$ cat src/rtl/mem_arbiter_pkg.sv
// rtl/mem_arbiter_pkg.sv - shared state and requester encodings for the memory arbiter
package mem_arbiter_pkg;

   localparam logic [1:0] ST_IDLE = 2'd0;
   localparam logic [1:0] ST_IF   = 2'd1;
   localparam logic [1:0] ST_DRD  = 2'd2;
   localparam logic [1:0] ST_DWR  = 2'd3;

   typedef enum logic [1:0] {
      IDLE     = ST_IDLE,
      IF_BUSY  = ST_IF,
      DRD_BUSY = ST_DRD,
      DWR_BUSY = ST_DWR
   } state_e;

   localparam logic [1:0] RID_NONE  = 2'd0;
   localparam logic [1:0] RID_FETCH = 2'd1;
   localparam logic [1:0] RID_READ  = 2'd2;
   localparam logic [1:0] RID_WRITE = 2'd3;

   function automatic state_e rid_to_state(input logic [1:0] rid);
      state_e st;
      case (rid)
         RID_FETCH: st = IF_BUSY;
         RID_READ:  st = DRD_BUSY;
         RID_WRITE: st = DWR_BUSY;
         default:   st = IDLE;
      endcase
      return st;
   endfunction

endpackage

$ cat src/rtl/mem_arbiter.sv
// rtl/mem_arbiter.sv - single-port memory arbiter for fetch, data read and data write
module mem_arbiter
   import mem_arbiter_pkg::*;
#(
   parameter int unsigned STARVE_MAX = 4
) (
   input  logic        clk,
   input  logic        rst_n,
   input  logic        if_req,
   input  logic [31:0] if_addr,
   input  logic        if_flush,
   output logic        if_done,
   output logic [31:0] if_rdata,
   input  logic        d_re,
   input  logic [31:0] d_raddr,
   output logic        d_rdone,
   output logic [31:0] d_rdata,
   input  logic        d_we,
   input  logic [31:0] d_waddr,
   input  logic [31:0] d_wdata,
   input  logic [3:0]  d_wstrb,
   output logic        d_wdone,
   output logic        mem_req,
   output logic        mem_we,
   output logic [31:0] mem_addr,
   output logic [31:0] mem_wdata,
   output logic [3:0]  mem_wstrb,
   input  logic        mem_ack,
   input  logic [31:0] mem_rdata,
   output logic        busy
);

   localparam logic [3:0] STARVE_LIM = 4'(STARVE_MAX);

   state_e      state_q, state_d;
   logic [31:0] addr_q, addr_d;
   logic [31:0] wdata_q, wdata_d;
   logic [3:0]  wstrb_q, wstrb_d;
   logic [3:0]  starve_q, starve_d;
   logic        flush_q, flush_d;
   logic [1:0]  grant_rid;
   logic        fetch_ok;

   always_ff @(posedge clk or negedge rst_n) begin
      if (!rst_n) begin
         state_q  <= IDLE;
         addr_q   <= '0;
         wdata_q  <= '0;
         wstrb_q  <= '0;
         starve_q <= '0;
         flush_q  <= 1'b0;
      end else begin
         state_q  <= state_d;
         addr_q   <= addr_d;
         wdata_q  <= wdata_d;
         wstrb_q  <= wstrb_d;
         starve_q <= starve_d;
         flush_q  <= flush_d;
      end
   end

   // A starved fetch overrides the fixed write > read > fetch order.
   always_comb begin
      grant_rid = RID_NONE;
      fetch_ok  = if_req && !if_flush;
      if (state_q == IDLE) begin
         if (fetch_ok && (starve_q >= STARVE_LIM)) grant_rid = RID_FETCH;
         else if (d_we)                            grant_rid = RID_WRITE;
         else if (d_re)                            grant_rid = RID_READ;
         else if (fetch_ok)                        grant_rid = RID_FETCH;
      end
   end

   always_comb begin
      starve_d = starve_q;
      if (!if_req)
         starve_d = '0;
      else if (grant_rid == RID_FETCH)
         starve_d = '0;
      else if ((grant_rid == RID_WRITE || grant_rid == RID_READ) && starve_q != 4'hF)
         starve_d = starve_q + 4'd1;
   end

   always_comb begin
      state_d  = state_q;
      addr_d   = addr_q;
      wdata_d  = wdata_q;
      wstrb_d  = wstrb_q;
      flush_d  = flush_q;
      if_done  = 1'b0;
      if_rdata = '0;
      d_rdone  = 1'b0;
      d_rdata  = '0;
      d_wdone  = 1'b0;
      case (state_q)
         IDLE: begin
            if (grant_rid != RID_NONE) begin
               state_d = rid_to_state(grant_rid);
               flush_d = 1'b0;
               wdata_d = '0;
               wstrb_d = '0;
               case (grant_rid)
                  RID_WRITE: begin
                     addr_d  = d_waddr;
                     wdata_d = d_wdata;
                     wstrb_d = d_wstrb;
                  end
                  RID_READ: addr_d = d_raddr;
                  default:  addr_d = if_addr;
               endcase
            end
         end
         IF_BUSY: begin
            if (if_flush) flush_d = 1'b1;
            if (mem_ack) begin
               if_done  = !(flush_q || if_flush);
               if_rdata = mem_rdata;
               state_d  = IDLE;
            end
         end
         DRD_BUSY: begin
            if (mem_ack) begin
               d_rdone = 1'b1;
               d_rdata = mem_rdata;
               state_d = IDLE;
            end
         end
         DWR_BUSY: begin
            if (mem_ack) begin
               d_wdone = 1'b1;
               state_d = IDLE;
            end
         end
         default: state_d = IDLE;
      endcase
   end

   // Command fields are gated so nothing leaks onto the bus outside a transaction.
   always_comb begin
      mem_req   = (state_q != IDLE);
      mem_we    = (state_q == DWR_BUSY);
      busy      = mem_req;
      mem_addr  = mem_req ? addr_q  : '0;
      mem_wdata = mem_we  ? wdata_q : '0;
      mem_wstrb = mem_we  ? wstrb_q : '0;
   end

endmodule

$ cat config.mk
export PLATFORM = sky130hd
export DESIGN_NAME = mem_arbiter
export DESIGN_NICKNAME = d
export VERILOG_FILES = /design/src/rtl/mem_arbiter_pkg.sv /design/src/rtl/mem_arbiter.sv
export SDC_FILE = /design/constraint.sdc
export NUM_CORES = 1
export LEC_CHECK = 0
export CORE_ASPECT_RATIO = 0.75
export CORE_UTILIZATION = 33
export CTS_BUF_LIST = sky130_fd_sc_hd__clkbuf_4
export CTS_CLUSTER_DIAMETER = 200
export DETAILED_ROUTE_END_ITERATION = 16
export GPL_TIMING_DRIVEN = 0
export MAX_ROUTING_LAYER = met4
export PLACE_DENSITY = 0.85
export RECOVER_POWER = 100
export SYNTH_ARGS = -nofsm -noshare
export SYNTH_HDL_FRONTEND = slang
export SYNTH_SLANG_ARGS = --single-unit
$ cat constraint.sdc
create_clock -name clk -period 1.4 [get_ports clk]
set_input_delay 0.28 -clock clk [delete_from_list [all_inputs] [get_ports clk]]
set_output_delay 0.28 -clock clk [all_outputs]
set_load 0.05 [all_outputs]
==> qor.yml <==
synth.area.top_cells: "dfrtp_1 42%, and2_1 13%, mux2i_1 7.2%"
final_cell_area_um2: 9700
ios: 309
synth_area_per_cell_um2: 10.5
grtUsageTotal_pct: 26.4
grt_pass1_vias: 4910
relSlewSlack_pct: 53.2
yosys_warnings: 0
synth_area_um2: 4440
async_flop_share_pct: 100
vdd_ir_drop_max_uv: 1160
hold_class: "input pin to asynchronous set/reset pin"
antenna_found_initial: 0
wl_um: 19600
post_drt_wl_per_cell_um: 20.3
portBuffers: 308
ctsHtreeMaxLevel: 3
grt_setup_unrepaired: "yes"
root_buffer: "clkbuf_4"
initial_core_util_pct: 34.0
final_nets: 963
synthFlopType: "dfrtp_1"
failed_checks: "setup timing"
power.total_uw: 19800
vias_per_cell: 5.11
dpl_cell_area_um2: 8240
synthTopCellsByCount: "95 x and2_1, 75 x dfrtp_1, 41 x and3_1"
cts_tree: "yes"
p_per_area_nw_per_um2: 2040
status: "finished, violations left"
ant_nets: 0
seq_area_frac_synth_pct: 42.3
drt_iter0_drc: 217
skew_ns: 0.0142
critPathKind: "flip-flop to output port"
core-area_um2: 13100
synth.largest_area_cell: "dfrtp_1"
grt_max_degree: 73
maxSlewViolCount: 0
netlist-cell-type-count: 43
finalHoldViolCount: 0
diodes: 0
synth_edf_count: 0
holdWs_ns: 0.201
syn_inst: 422
min_period_ns: 2.02
synth_top_area_share_pct: 42.3
rows: 36
setup_viol: 212
maxCapViolations: 0
startpoint_type: "flip-flop"
synth_most_common_cell: "and2_1"
place_congestion: 0.880
clockBufferDepth: 2
drive_gt1_share_pct: 54.6
gr-total-overflow: 0
ys_seq_elements: 75
die_h_um: 102
crit_arrival_ns: 1.74
cts_buffers: 9
drc_errors: 0
worstPathRequired_ns: 1.12
cts_sinks: 75
leakage_uw: 0.00431
dp_cells: 902
critPathMaxFanout: 10
clkTransAtPathRegs_ns: 0.14
areaGrowthSynthToFinish_pct: 119
grt_pass1_wl_um: 26700
worst_pin_slew_ns: 0.702
vias: 4946
synth_nets: 594
end_kind: "output port"
die_w_um: 136
stdcell_count: 967
layout_setup_ws_ns: -0.621
dp_hpwl_um: 13400
design.die.area_um2: 13900
drt_pass1_iterations: 6
r2r_slack_ns: -0.42
min_period_over_period_pct: 144
fmax_mhz: 495
dp_slack_ns: -1.18
fill_cells: 837
clkLatencyLatePin_ns: 0.46
==> worst max-delay path, cell delays in order (launching register included) <==
cell and delay [ns]:
dfrtp_2 0.47, inv_2 0.08, and3_4 0.27, clkbuf_16 0.18, and2_4 0.14, buf_8 0.14
==> worst paths after layout <==
path	start	to	depth (start not counted)
worst max-delay path	state_q[0]	d_rdata[28]	5
min in group clk	if_flush	flush_q	2
worst max register to register	state_q[0]	starve_q[3]	9
worst min register to register	wdata_q[5]	wdata_q[5]	1
max in group asynchronous	rst_n	starve_q[0]	3
worst min-delay path	rst_n	wdata_q[25]	2
==> power breakdown <==
group	total [uW]	switching [uW]	leakage, uW	internal, uW
clock	1410	851	0.0000667	563
combinational	14400	7480	0.00330	6960
sequential	3980	767	0.000948	3210
total	19800	9100	0.00431	10700
==> cell families (layout without fill, tap and decap cells) <==
| kind of cell | Yosys count | count (layout) | share of synthesized area (%) |
|---|---|---|---|
| AOI/OAI and AO/OA | 118 | 120 | 22.9 |
| DFF | 75 | 75 | 42.3 |
| and+or+nand+nor | 152 | 153 | 21.6 |
| muxes | 32 | 32 | 7.22 |
| buffers and inverters | 44 | 415 | 5.72 |
| adders and majority gates | 1 | 1 | 0.282 |
==> placed cells by master (no fill, tap or decap), drive strengths merged, types with 6 or more instances in the layout <==
cell type      instances
inv                    6
and3                  42
a22oi                 31
buf                  201
dfrtp                 75
clkdlybuf4s50        168
a22o                  36
mux2i                 32
o21ai                 38
clkbuf                33
and2                  95
==> routing by layer <==
layer	global-route usage [%]	wire length (um)
met4	8.21	439
met1	30.3	7900
met3	4.96	991
met2	46.6	10300
met5	-	0
==> flip-flops by register name (all words and copies together), names as in the netlist <==
name      count
addr_q       32
wdata_q      32
starve_q      4
wstrb_q       4
state_q       2
flush_q       1
==> stage by stage <==
stage	setup TNS (ns)	utilization [%]
6_report	-105.18	74.3
5_1_grt	-120.61	74.3
4_1_cts	-97.48	69.5
3_5_place_dp	-185.75	63.1
3_3_place_gp	-366.77	62.9
2_1_floorplan	-1.54	-
==> repair_timing <==
action | in CTS | in global routing
pin swaps | 25 | 83
setup endpoints to repair | 213 | 213
gates resized for setup | 1052 | 99
hold buffers | 1 | 0
buffers inserted | 13 | 18
gates cloned | 8 | 12
hold endpoints to repair | 75 | 0
==> area by class of cell <==
cell class	count	area, um^2	share of cell area (%)
tap	171	214	2.21
buffer	37	528	5.44
clock inverter	6	65.1	0.671
inverter	5	23.8	0.245
multi-input combinational	306	2900	29.9
sequential	75	1880	19.4
timing repair buffer	357	4020	41.4
clock buffer	10	75.1	0.774
Power figures use the tool's default switching activity.
